`config.mk`:
```
export PLATFORM = sky130hd
export DESIGN_NAME = pdl_race_sampler
export DESIGN_NICKNAME = d
export VERILOG_FILES = /design/src/rtl/pdl_race_sampler.sv
export SDC_FILE = /design/constraint.sdc
export NUM_CORES = 1
export LEC_CHECK = 0
export CORE_MARGIN = 2
export CORE_UTILIZATION = 30
export CTS_CLUSTER_DIAMETER = 40
export CTS_CLUSTER_SIZE = 20
export DETAILED_ROUTE_END_ITERATION = 8
export MAX_ROUTING_LAYER = met4
export PLACE_DENSITY = 0.59
export SLEW_MARGIN = 20
export SYNTH_ARGS = -nofsm -noshare
export SYNTH_HDL_FRONTEND = slang
export SYNTH_SLANG_ARGS = --single-unit
```
`constraint.sdc`:
```
create_clock -name clk -period 8.2 [get_ports clk]
set_input_delay 1.64 -clock clk [delete_from_list [all_inputs] [get_ports clk]]
set_output_delay 1.64 -clock clk [all_outputs]
set_load 0.02 [all_outputs]
```
`src/rtl/pdl_race_sampler.sv`:
```
// rtl/pdl_race_sampler.sv - PDL race launch/capture with TRIALS-way majority vote.
// Optional PDL_STABILITY_EN adds resp_stable (all trials agreed).
module pdl_race_sampler #(
  parameter int CTRL_W     = 125,
  parameter int SETTLE_CYC = 16,
  parameter int RELAX_CYC  = 16,
  parameter int TRIALS     = 15
) (
  input  logic              clk,
  input  logic              rst,
  input  logic              start,
  input  logic [CTRL_W-1:0] challenge,
  output logic              busy,
  output logic [CTRL_W-1:0] ctrl,
  output logic              launch,
  output logic              arb_clr,
  input  logic              arb_in,
  output logic              resp_valid,
  input  logic              resp_ready,
  output logic              resp_bit,
`ifdef PDL_STABILITY_EN
  output logic              resp_stable,
`endif
  output logic [7:0]        ones_count
);

  localparam int MAX_CYC = (SETTLE_CYC > RELAX_CYC) ? SETTLE_CYC : RELAX_CYC;
  localparam int CNT_W   = $clog2(MAX_CYC) + 1;

  typedef enum logic [2:0] {
    IDLE, LOAD, SETTLE, SAMPLE, RELAX, DONE
  } state_t;

  state_t           state;
  logic [CNT_W-1:0] cnt;
  logic [7:0]       ones;
  logic [7:0]       trial;
  logic             arb_s1, arb_s2;

  // arb_in is the arbiter latch output and is asynchronous to clk.
  always_ff @(posedge clk or posedge rst) begin
    if (rst) begin
      arb_s1 <= 1'b0;
      arb_s2 <= 1'b0;
    end else begin
      arb_s1 <= arb_in;
      arb_s2 <= arb_s1;
    end
  end

  // Outputs are set on the edge entering each state so launch/arb_clr are glitch-free.
  always_ff @(posedge clk or posedge rst) begin
    if (rst) begin
      state      <= IDLE;
      cnt        <= '0;
      ones       <= '0;
      trial      <= '0;
      busy       <= 1'b0;
      ctrl       <= '0;
      launch     <= 1'b0;
      arb_clr    <= 1'b0;
      resp_valid <= 1'b0;
      resp_bit   <= 1'b0;
      ones_count <= '0;
`ifdef PDL_STABILITY_EN
      resp_stable <= 1'b0;
`endif
    end else begin
      case (state)
        IDLE: begin
          if (start) begin
            ctrl    <= challenge;
            busy    <= 1'b1;
            ones    <= '0;
            trial   <= '0;
            arb_clr <= 1'b1;
            launch  <= 1'b0;
            state   <= LOAD;
          end
        end
        LOAD: begin
          arb_clr <= 1'b0;
          launch  <= 1'b1;
          cnt     <= '0;
          state   <= SETTLE;
        end
        SETTLE: begin
          if (cnt == CNT_W'(SETTLE_CYC - 1)) begin
            state <= SAMPLE;
          end else begin
            cnt <= cnt + 1'b1;
          end
        end
        SAMPLE: begin
          ones    <= ones + {7'd0, arb_s2};
          trial   <= trial + 8'd1;
          launch  <= 1'b0;
          arb_clr <= 1'b1;
          cnt     <= '0;
          state   <= RELAX;
        end
        RELAX: begin
          if (cnt == CNT_W'(RELAX_CYC - 1)) begin
            arb_clr <= 1'b0;
            cnt     <= '0;
            if (trial == 8'(TRIALS)) begin
              resp_valid <= 1'b1;
              resp_bit   <= (ones > 8'(TRIALS / 2));
              ones_count <= ones;
`ifdef PDL_STABILITY_EN
              resp_stable <= (ones == 8'd0) || (ones == 8'(TRIALS));
`endif
              state      <= DONE;
            end else begin
              launch <= 1'b1;
              state  <= SETTLE;
            end
          end else begin
            cnt <= cnt + 1'b1;
          end
        end
        DONE: begin
          if (resp_ready) begin
            resp_valid <= 1'b0;
            busy       <= 1'b0;
`ifdef PDL_STABILITY_EN
            resp_stable <= 1'b0;
`endif
            state      <= IDLE;
          end
        end
        default: state <= IDLE;
      endcase
    end
  end

endmodule

```
* Word-level counts from Yosys, hierarchy flattened *
Index checks and enable logic that the tools add are counted.

storage, ports and cells
  output and inout port bits = 138
  register bits after elaboration = 164
  logic and storage cells = 71
  input bits = 130

cells by class
  $lt $le $gt $ge = 1
  add/sub/neg operators = 3
  mux-type cells = 24
  equal/unequal tests = 14
  reductions and logical operators = 16

operators with widths
  cell                 number
  $pmux 8 s2           2
  $pmux 3 s6           1
  $mux 3               5
  $pmux 5 s3           1
  $ne 2x2->1 const B   7
  $reduce_and 4->1     3
  $mux 5               2
  $reduce_and 3->1     3
  $add 8x1->8          1
  $add 8x1->8 const B  1
  $eq 8x4->1 const B   1
  $gt 8x3->1 const B   1
  $mux 1               8
  $mux 8               1
  $pmux 1 s4           2
  $eq 3x2->1 const B   2
  $eq 3x3->1 const B   2
  $reduce_and 2->1     3
  $reduce_bool 2->1    3
  $add 5x1->5 const B  1
  $eq 5x4->1 const B   1
  $pmux 1 s2           2
  $reduce_bool 4->1    1
  $eq 3x1->1 const B   1
  other kinds (3)      3

* Depth between registers and ports, before layout *
Gate-level depths: netlist of run 1.

  depth after elaboration = 4
  mapped depth = 8
  mapped depth without buffers = 7

* Worst setup path after synthesis of run 1 *
OpenSTA, ideal clock, no wires.

  kind = input -> register
  from = in start
  to = reg ones[0]
  buffers on the path = 1
  setup time = 0.121 ns
  setup slack = 5.549 ns
  arrival = 2.530 ns
  stages = 4
  data required time = 8.079 ns
  cell sequence = or3b_1 a21o_1 buf_2 a22o_1

between the ends
  word-level cells in the longest chain between the ends = 2

ends and longest elaborated chain
  item                               RTL line  text
  start, declared                    11        input logic start,
  $ne 2x2->1 (no source line)        --
  $reduce_and 2->1 (no source line)  --
  end signal, assigned               95        ones <= ones + {7'd0, arb_s2};
  end, declared                      36        logic [7:0] ones;

No other way between the ends.
A chain may end at the register's enable or synchronous reset.

* Worst setup path in the final report of run 1 *
  from = in start
  to = reg trial[7]

between the ends
  word-level cells in the longest chain between the ends = 2

ends and longest elaborated chain
  item                               RTL line  text
  $ne 2x2->1 (no source line)        --
  $reduce_and 2->1 (no source line)  --
  end signal, assigned               96        trial <= trial + 8'd1;
  end, declared                      37        logic [7:0] trial;

No other way between the ends.

==> summary.txt, run 1 <==
vias in the first global route -> 5575
non-filler cells, final -> 1268
worst-path maximum fanout -> 74
synthesized-area fraction occupied by xor and xnor cells -> 0.263%
routed vias/inst -> 4.39
Layout area overhead -> 53.1%
Cell Area, Synth -> 0.00667 mm²
Initial Util -> 30.6%
asr flop ratio synth -> 100%
Simple-Gate Fraction of Synth Area -> 26.6%
CTS root buf -> clkbuf_16
vias -> 5566
Wirelength per Cell -> 14.4 µm
placed cells -> 1237
cts-stage hold buffer count -> 0
Net Count, Synth -> 861
Detailed Place HPWL -> 12400 µm
utilization after layout -> 46.8%
largest net degree at the start of global routing -> 102
most common cell in the netlist -> nand2_1
routability cong. -> 0.772
clock transition at the registers of the reported paths -> 60 ps
I/O pin count -> 268
type of the worst min-delay path -> reg2reg
most frequent cells after synthesis -> 396 x nand2_1, 164 x dfrtp_1, 17 x buf_2, 15 x clkbuf_1, 14 x nor2_1
clock latency on the worst-skew pair -> 410 ps
Die H -> 153 µm
Std-Cell Rows -> 54
Yosys top cell by area -> dfrtp_1
die width -> 153 µm
Setup crit start kind -> input port
initial antenna violation count -> 0
Total GRT Usage -> 16.3%
Final Cycle Share -> 47.4%
ANT cells -> 0
Final Cell Area -> 0.0102 mm²
drt first-iter violations -> 306
TritonCTS clock tree -> yes
main combinational cell family by area after synthesis -> simple AND/OR/NAND/NOR gates
Slew Limit Fails -> 0
htree depth -> 4
outcome -> finished clean
Worst EP required -> 8490 ps
Final setup viols -> 0
min Tclk post-route -> 3890 ps
IO buf count -> 267
TritonCTS buffer count -> 17
Syn Inst Count -> 724
Synth top area share -> 61.5%
EDFF count, synth -> 0
Compound-Gate Fraction of Synth Area -> 5.27%
post_cts resized -> 0
Tightest Pin Transition -> 925 ps
Pre-antenna DRT Iters -> 5
# DRC -> 0
number of buffers inserted by post-CTS setup repair -> 0
dominant cells by area after synthesis -> dfrtp_1 62%, nand2_1 22%, mux2_2 1.4%, ha_1 1.3%, buf_2 1.3%
crit path DAT -> 4180 ps
critical path class -> in2reg
maxcap violations -> 0
mux share of post-synthesis cell area -> 1.95%
total power -> 4040 µW
Power Dens Cells -> 395 mW/mm²
final hold violation count -> 0
layout cells sized above 1 -> 4.66%
register area share after synthesis -> 61.5%
first-pass GRT wire length -> 29700 µm
P_leak -> 0.00488 µW
VDD IR max -> 0.000178 V
GR Overflow Total -> 0
top_reg_cell synth -> dfrtp_1
placed cell area -> 0.00954 mm²
synthesized area per cell -> 9.21 µm²
skew final -> 5.59 ps
adder-cell area share of the yosys netlist -> 1.31%
Max Root-Sink Buffers -> 2
FF+latch count, synth -> 164
Placeable Area -> 0.0218 mm²
Slew Limit Headroom -> 38.3%
Final nets -> 1113
post-route ant nets -> 0
Routed WL -> 18200 µm
RSZ-0062 raised after global routing -> no
crit end category -> flip-flop
Ys Warns -> 0
die footprint -> 0.0234 mm²
setup total negative slack -> 0 ps
CTS sink count -> 164
maximum clock frequency -> 257 MHz
post-synthesis cell type count -> 47
## path summary, 6_finish.rpt
path	from	slack (ps)	cells after the start	endpoint
max	start	4310	6	trial[7]
min reg2reg	arb_s1	350	0	arb_s2
max reg2reg	state[0]	5030	6	trial[7]
min in group asynchronous	rst	1790	2	ctrl[12]
min	arb_s1	350	0	arb_s2
max in group asynchronous	rst	4950	3	ctrl[14]
## cells in the final DEF (no fill, tap or decap), types with 2 or more instances in the layout
| cell type | synthesis | final |
|---|---|---|
| nand2_1 | 396 | 396 |
| clkdlybuf4s50_1 | 0 | 267 |
| dfrtp_1 | 164 | 164 |
| clkbuf_16 | 0 | 17 |
| nor2_1 | 14 | 14 |
| o21ai_0 | 11 | 11 |
| a21oi_1 | 9 | 9 |
| nand3_1 | 9 | 9 |
| mux2_2 | 8 | 8 |
| ha_1 | 7 | 7 |
| a31oi_1 | 6 | 6 |
| nor2b_1 | 6 | 6 |
| bufinv_16 | 0 | 6 |
| buf_4 | 7 | 5 |
| nand3b_1 | 4 | 4 |
| mux2i_1 | 4 | 4 |
| a22o_1 | 3 | 3 |
| and3_1 | 3 | 3 |
| inv_1 | 4 | 3 |
| clkinv_4 | 0 | 3 |
| or3b_1 | 2 | 2 |
| a21o_1 | 2 | 2 |
| o31ai_1 | 2 | 2 |
| nand2b_1 | 2 | 2 |
| a2bb2oi_1 | 2 | 2 |
| inv_6 | 0 | 2 |
| nor3_1 | 2 | 2 |
| o21a_1 | 2 | 2 |
| o41ai_1 | 2 | 2 |
## layout make-up
cell class | count | area, µm²
flip-flops and latches | 164 | 4100
fillers | 2067 | 11600
clock buffers | 19 | 443
clock inverters | 12 | 228
well taps | 280 | 350
repair buffers | 272 | 2710
inverters | 4 | 20.0
multi-input cells | 517 | 2360
## flip-flops by register name, indices dropped and copies added, names as in the netlist
signal and count:
arb_s2 1, busy 1, ones_count 8, arb_s1 1
launch 1, resp_bit 1, trial 8, arb_clr 1
ones 8, resp_valid 1, cnt 5, ctrl 125
state 3
## per-layer routing
| layer | part of all wire [%] | up-vias | wire (µm) | GRT usage [%] |
|---|---|---|---|---|
| met5 | 0 | - | 0 | - |
| met1 | 46 | 2562 | 8370 | 20.7 |
| met4 | 2.2 | 0 | 395 | 6.22 |
| met3 | 6.7 | 21 | 1230 | 4.71 |
| li1 | - | 2801 | - | - |
| met2 | 45 | 182 | 8250 | 24.9 |
## logic make-up (layout without fill, tap and decap cells)
kind of cell             Yosys count  count (layout)
XOR/XNOR                           2               2
flip-flops                       164             164
adder cells (fa/ha/maj)            7               7
buffers and inverters             43             307
multiplexers                      12              12
AND/OR/NAND/NOR                  444             444
AO/OA/AOI/OAI                     52              52
## worst max-delay path, cell delays in order
cell and delay (ps):
clkdlybuf4s50_1 490, nand3b_1 310, buf_4 510, buf_4 720, o311ai_0 280, o41ai_1 120
## metrics by stage
stage          hold WS (ps)  setup WS, ps
2_1_floorplan           331          2130
3_3_place_gp            338          3900
3_5_place_dp            340          3860
4_1_cts                 353          4290
5_1_grt                 364          4120
6_report                350          4310
## where the power goes
part           switching [µW]  internal [µW]
Combinational             977            789
Sequential                218           1140
Clock                     330            580
Total                    1520           2510
(Power assumes the default switching activity.)
==> run 2: changes to the inputs <==
==> constraint.sdc (replaced) <==
create_clock -name clk -period 3.65 [get_ports clk]
set_input_delay 0.73 -clock clk [delete_from_list [all_inputs] [get_ports clk]]
set_output_delay 0.73 -clock clk [all_outputs]
set_load 0.02 [all_outputs]
==> run 2 against run 1 <==
Net effect:
- final area is 0.42% lower
- wire length up 0.14%
- count of clock-buffer cells in the layout up 1
- non-clock buffer count unchanged
- largest cell class unchanged
- largest power group unchanged
- combinational power increased by 130%
- sequential share of layout area up 0.17 points
- first-iteration DRC count fell by 8.5%
- power increased by 120%
- global-route usage increased by 0.14 points
- critical path type is now reg2out
- register-to-register slack lost 3500 ps
- clock power increased by 99%
- critical endpoint is now ctrl[36]
==> summary.txt, run 2 (synthesis results as in run 1) <==
clock transition at the registers of the reported paths -> 70 ps (about the same)
Worst path slowest cell -> clkdlybuf4s50_1
Sw Share -> 39.0% (+1.3 points)
Layout area overhead -> 52.5%
Routed WL -> 18300 µm (+0.14%)
total power -> 8860 µW (+120%)
CTS root buf -> clkbuf_16
TritonCTS buffer count -> 17 (unchanged)
final hold violation count -> 0 (unchanged)
Final setup viols -> 0 (unchanged)
launching point of the worst reg2reg path -> state[0]
I/O pin count -> 268 (unchanged)
RSZ-0062 raised after global routing -> no
routed vias/inst -> 4.44 (+1.2%)
most common cell after layout, fill and taps aside -> nand2_1
Placeable Area -> 0.0218 mm² (unchanged)
hold path startpoint -> arb_s1
first-pass GRT wire length -> 30300 µm (+1.8%)
crit-path cells -> clkdlybuf4s50_1
Slew Limit Fails -> 0 (unchanged)
Setup crit start kind -> flip-flop
P_leak -> 0.00484 µW (-0.79%)
type of the worst min-delay path -> reg2reg
clock latency on the worst-skew pair -> 430 ps (+20 ps)
Reg2Reg Depth -> 4 (-2)
Critical Path Stages -> 1 (-5)
Flop pwr share -> 34.5% (+0.8 points)
Fill cells -> 2073 (+0.29%)
TritonCTS clock tree -> yes
worst r2r dst -> ones[7]
outcome -> finished clean
routability cong. -> 0.765 (-0.93%)
# DRC -> 0 (unchanged)
r2r setup slk -> 1500 ps (-3530 ps)
vias -> 5635 (+1.2%)
die footprint -> 0.0234 mm² (unchanged)
Worst EP required -> 2920 ps (-5570 ps)
Initial Util -> 30.6% (unchanged)
Slew Limit Headroom -> 29.8% (-8.5 points)
number of buffers inserted by post-CTS setup repair -> 0 (unchanged)
Max Root-Sink Buffers -> 2 (unchanged)
htree depth -> 4 (unchanged)
largest net degree at the start of global routing -> 165 (+62%)
cts-stage hold buffer count -> 0 (unchanged)
Wirelength per Cell -> 14.4 µm (about the same)
Tightest Pin Transition -> 1050 ps (+128 ps)
max FFs per register -> 125 (unchanged)
Comb power frac -> 45.0% (+1.3 points)
most frequent cells in the layout -> 396 x nand2_1, 267 x clkdlybuf4s50_1, 164 x dfrtp_1, 17 x clkbuf_16, 14 x nor2_1
crit end category -> primary output
Crit. Startpoint -> ctrl[36]
Largest Register -> ctrl
Std-Cell Rows -> 54 (unchanged)
CP peak stage delay -> 650 ps (-70 ps)
Final nets -> 1113 (unchanged)
internal power -> 5400 µW (+120%)
CTS sink count -> 164 (unchanged)
layout cells sized above 1 -> 4.65% (-0.0047 points)
worst-path maximum fanout -> 2 (-97%)
setup total negative slack -> 0 ps (unchanged)
Setup crit end -> ctrl[36]
min Tclk post-route -> 2220 ps
die width -> 153 µm (unchanged)
Die H -> 153 µm (unchanged)
drt first-iter violations -> 280 (-8.5%)
Final Cycle Share -> 60.9%
ANT cells -> 0 (unchanged)
post-route ant nets -> 0 (unchanged)
worst path bufs/invs -> 1 (-2)
initial antenna violation count -> 0 (unchanged)
vias in the first global route -> 5805 (+4.1%)
skew final -> 12.1 ps (+6.51 ps)
Power Dens Cells -> 871 mW/mm² (+120%)
Detailed Place HPWL -> 12100 µm (-2.3%)
maxcap violations -> 0 (unchanged)
Psw -> 3460 µW (+130%)
critical path class -> reg2out
Crit path max-delay family -> buffers and inverters
GR Overflow Total -> 0 (unchanged)
VDD IR max -> 0.000381 V (+110%)
clock share of power -> 20.4% (-2.1 points)
post_cts resized -> 0 (unchanged)
maximum clock frequency -> 450 MHz
Total GRT Usage -> 16.5% (+0.14 points)
IO buf count -> 267 (unchanged)
crit path DAT -> 1490 ps (-2690 ps)
Pre-antenna DRT Iters -> 5 (unchanged)
## run 2: changes by cell type in the layout (fill, tap and decap cells not counted)
cell	before	now
bufinv_16	6	2
clkinvlp_4	1	5
buf_12	0	3
buf_4	5	2
clkbuf_1	1	2
clkinv_2	1	0
clkinv_4	3	2
inv_6	2	3
inv_8	0	1
## run 2: how the worst min path moves through the flow
stage | slack [ps] | endpoint | depth (start not counted)
after floorplan | 330 | arb_s2 | 0
after global placement | 340 | arb_s2 | 0
after detailed placement | 350 | arb_s2 | 0
after CTS | 370 | arb_s2 | 0
after global routing | 370 | arb_s2 | 0
final | 360 | arb_s2 | 0
## run 2: area by class of cell
cell class	count	area (µm²)	area share [%]
inverters	4	18.8	0.185
clock inverters	12	145	1.43
multi-input cells	517	2360	23.2
well taps	280	350	3.44
flip-flops and latches	164	4100	40.3
clock buffers	20	447	4.39
repair buffers	272	2750	27.0
## run 2: power groups by stage
stage | Combinational, µW | Sequential [µW] | Clock, µW
2_1_floorplan | 1400 | 3810 | 0
3_3_place_gp | 4020 | 3060 | 0
3_5_place_dp | 4050 | 3070 | 0
4_1_cts | 4060 | 3060 | 1880
5_1_grt | 4380 | 3170 | 1940
6_report | 3990 | 3060 | 1810
## run 2: metrics by stage
stage          hold WS, ps  instances  util [%]  cell area (µm²)  setup WS, ps
5_1_grt                368       1269      46.6            10200          1300
4_1_cts                366       1269      46.6            10200          1400
6_report               362       1269      46.6            10200          1430
3_5_place_dp           350       1237      43.9             9580          1250
3_3_place_gp           339       1237      43.9             9580          1260
2_1_floorplan          331        724         -             6680           835
## run 2: per-layer routing
metal  vias to the layer above  track usage [%]  part of all wire (%)  routed length, µm
li1                       2799                -                     -                  -
met2                       233             24.0                    44               8010
met4                         0             7.23                   3.0                541
met5                         -                -                     0                  0
met1                      2571             21.4                    46               8330
met3                        32             4.56                   7.6               1390
## run 2: worst register-to-register path, stage by stage, from the launching register on
cell and delay, ps:
dfrtp_1 820, and3b_1 570, nand3_1 230, o311ai_1 300, o41ai_1 110
==> edit: new RTL, settings of run 2 <==
`SETTLE_CYC`: 16 -> 32.
--- a/src/rtl/pdl_race_sampler.sv
+++ b/src/rtl/pdl_race_sampler.sv
@@ -3,5 +3,5 @@
 module pdl_race_sampler #(
   parameter int CTRL_W     = 125,
-  parameter int SETTLE_CYC = 16,
+  parameter int SETTLE_CYC = 32,
   parameter int RELAX_CYC  = 16,
   parameter int TRIALS     = 15
Function: same outputs for any inputs over 4 cycles, from zero or initial values and one cycle with rst high; that may be too few to reach the edited logic, so the function may still have changed.
==> edit against run 2 <==
Register-to-register slack better by 0.06 ns. Total power down 1.8%. Sequential cell count up 1. Design area up 0.86%. Setup slack worse by 0.11 ns. Clock skew down 0.0034 ns. Routed wire length up 2.3%. Area after synthesis up 0.75%.
==> edit: results (changes against run 2) <==
| Metric | Value |
|---|---|
| Status | `finished, final reports clean (unchanged)` |
| DP Wirelength | `13.0 mm (was 12.1 mm)` |
| Max reg flops | `125 (unchanged)` |
| Pin count of the biggest net entering global routing | `83 (was 165)` |
| Vias in the first global route | `5436 (was 5805)` |
| Syn Nets | `857 (was 861)` |
| Port Buffers | `267 (unchanged)` |
| Detailed Route WL | `18.7 mm (was 18.3 mm)` |
| Worst-path maximum fanout | `82 (was 2)` |
| Post-Route M1 WL | `8.47 mm (was 8.33 mm)` |
| Ys async rst share | `100% (unchanged)` |
| Clk Latency, worst-skew pair | `between 0.4 and 0.5 ns` |
| Yosys cell types | `48 (was 47)` |
| Hold Crit Class | `register to register (unchanged)` |
| Crit path max-delay family | `buffers and inverters (unchanged)` |
| Placed Area | `0.00971 mm^2 (was 0.00958 mm^2)` |
| Slowest CP cell | `clkdlybuf4s50_1 (unchanged)` |
| Post-Synth XOR/XNOR Area | `0.130% (was 0.263%)` |
| Nets | `1119 (was 1113)` |
| Synth top area cells | `dfrtp_1, nand2_1, buf_2 (was dfrtp_1, nand2_1, mux2_2)` |
| Antenna diode count | `0 (unchanged)` |
| Least-Margin Pin Slew | `0.908 ns (was 1.05 ns)` |
| Crit-path max cell delay | `0.50 ns (was 0.65 ns)` |
| Yosys synthesis warning count | `0 (unchanged)` |
| Post-CTS resize count | `0 (unchanged)` |
| Num CTS Buffers | `17 (unchanged)` |
| Share of post-route cells with drive strength above 1 | `6.43% (was 4.65%)` |
| Antenna-violating nets left | `0 (unchanged)` |
| Vias per cell | `4.44 (about the same)` |
| Drt initial violations | `273 (was 280)` |
| Max layer used | `met4 (unchanged)` |
| Most frequent cells after synthesis | `nand2_1, dfrtp_1, buf_2, o21ai_0, nor2_1 (was nand2_1, dfrtp_1, buf_2, clkbuf_1, nor2_1)` |
| Hold Buf Count CTS | `0 (unchanged)` |
| NetSw | `3.42 mW (was 3.46 mW)` |
| # setup viols final | `0 (unchanged)` |
| Met3 Wirelength | `1.01 mm (was 1.39 mm)` |
| Total track usage | `16.5% (about the same)` |
| Drt first pass iters | `4 (was 5)` |
| Clock transition at path regs | `0.07 ns (about the same)` |
| Clock buffer depth | `2 (unchanged)` |
| Adder-cell share of the synthesized area | `0.745% (was 1.31%)` |
| Global placer's final weighted congestion | `0.817 (was 0.765)` |
| Worst Skew | `0.00871 ns (was 0.0121 ns)` |
| Mux contribution to synthesized area | `3.07% (was 1.95%)` |
| Peak supply drop | `0.375 mV (was 0.381 mV)` |
| Metal2 WL | `8.59 mm (was 8.01 mm)` |
| First-pass GRT wire length | `30.1 mm (was 30.3 mm)` |
| Antenna violations before repair | `0 (unchanged)` |
| Critical Path AT | `2.63 ns (was 1.49 ns)` |
| Synth Area in Compound Gates | `4.00% (was 5.27%)` |
| Sequential share of the synthesized area | `61.4% (was 61.5%)` |
| CTS H-tree depth | `4 (unchanged)` |
| Leakage | `4.95 nW (was 4.84 nW)` |
==> edit: cell types whose count changed after synthesis, moves of 5 or more <==
cell | before | now
mux2_4 | 0 | 9
buf_2 | 17 | 29
o21ai_0 | 11 | 20
clkbuf_1 | 15 | 4
buf_4 | 7 | 1
nand2_1 | 396 | 401
mux2_2 | 8 | 1
==> edit: per-stage QoR <==
step / std cells / setup slack, ns
floorplan: 723 / 0.821
global placement: 1246 / 0.919
detailed placement: 1246 / 0.892
CTS: 1276 / 1.34
global route: 1276 / 1.16
finish: 1276 / 1.32
==> edit: per-layer routing <==
layer / up-vias / track usage [%]
met1: 2638 / 21.6
li1: 2814 / -
met5: - / -
met2: 177 / 24.8
met4: 0 / 6.90
met3: 36 / 3.58
==> edit: cell type report <==
class / count / area, um^2
fillers: 2071 / 11600
repair buffers: 278 / 2790
well taps: 280 / 350
clock buffers: 18 / 429
inverters: 5 / 22.5
clock inverters: 12 / 124
multi-input cells: 518 / 2410
flip-flops and latches: 165 / 4130
==> edit: cell families (layout without fill, tap and decap cells) <==
group,Yosys count,count (layout)
buffers and inverters,40,313
flip-flops,165,165
multiplexers,16,16
XOR/XNOR,1,1
AND/OR/NAND/NOR,453,453
adder cells (fa/ha/maj),4,4
AO/OA/AOI/OAI,44,44
==> edit: worst paths after layout <==
path | from | endpoint | slack, ns | cells past startpoint
setup / recovery | start | ones[6] | 1.32 | 6
hold / removal | arb_s1 | arb_s2 | 0.36 | 0
setup reg to reg | state[1] | ones[6] | 1.56 | 5
hold reg to reg | arb_s1 | arb_s2 | 0.36 | 0
max in group asynchronous | rst | ctrl[62] | 2.03 | 3
min in group asynchronous | rst | arb_s1 | 0.85 | 2
==> edit: power by group through the flow <==
stage          Combinational, mW  Clock [mW]  Sequential [mW]
2_1_floorplan               1.32           0             3.82
3_3_place_gp                3.99           0             3.02
3_5_place_dp                4.03           0             3.04
4_1_cts                     4.04        1.78             3.02
5_1_grt                     4.31        1.87             3.12
6_report                    3.97        1.71             3.02
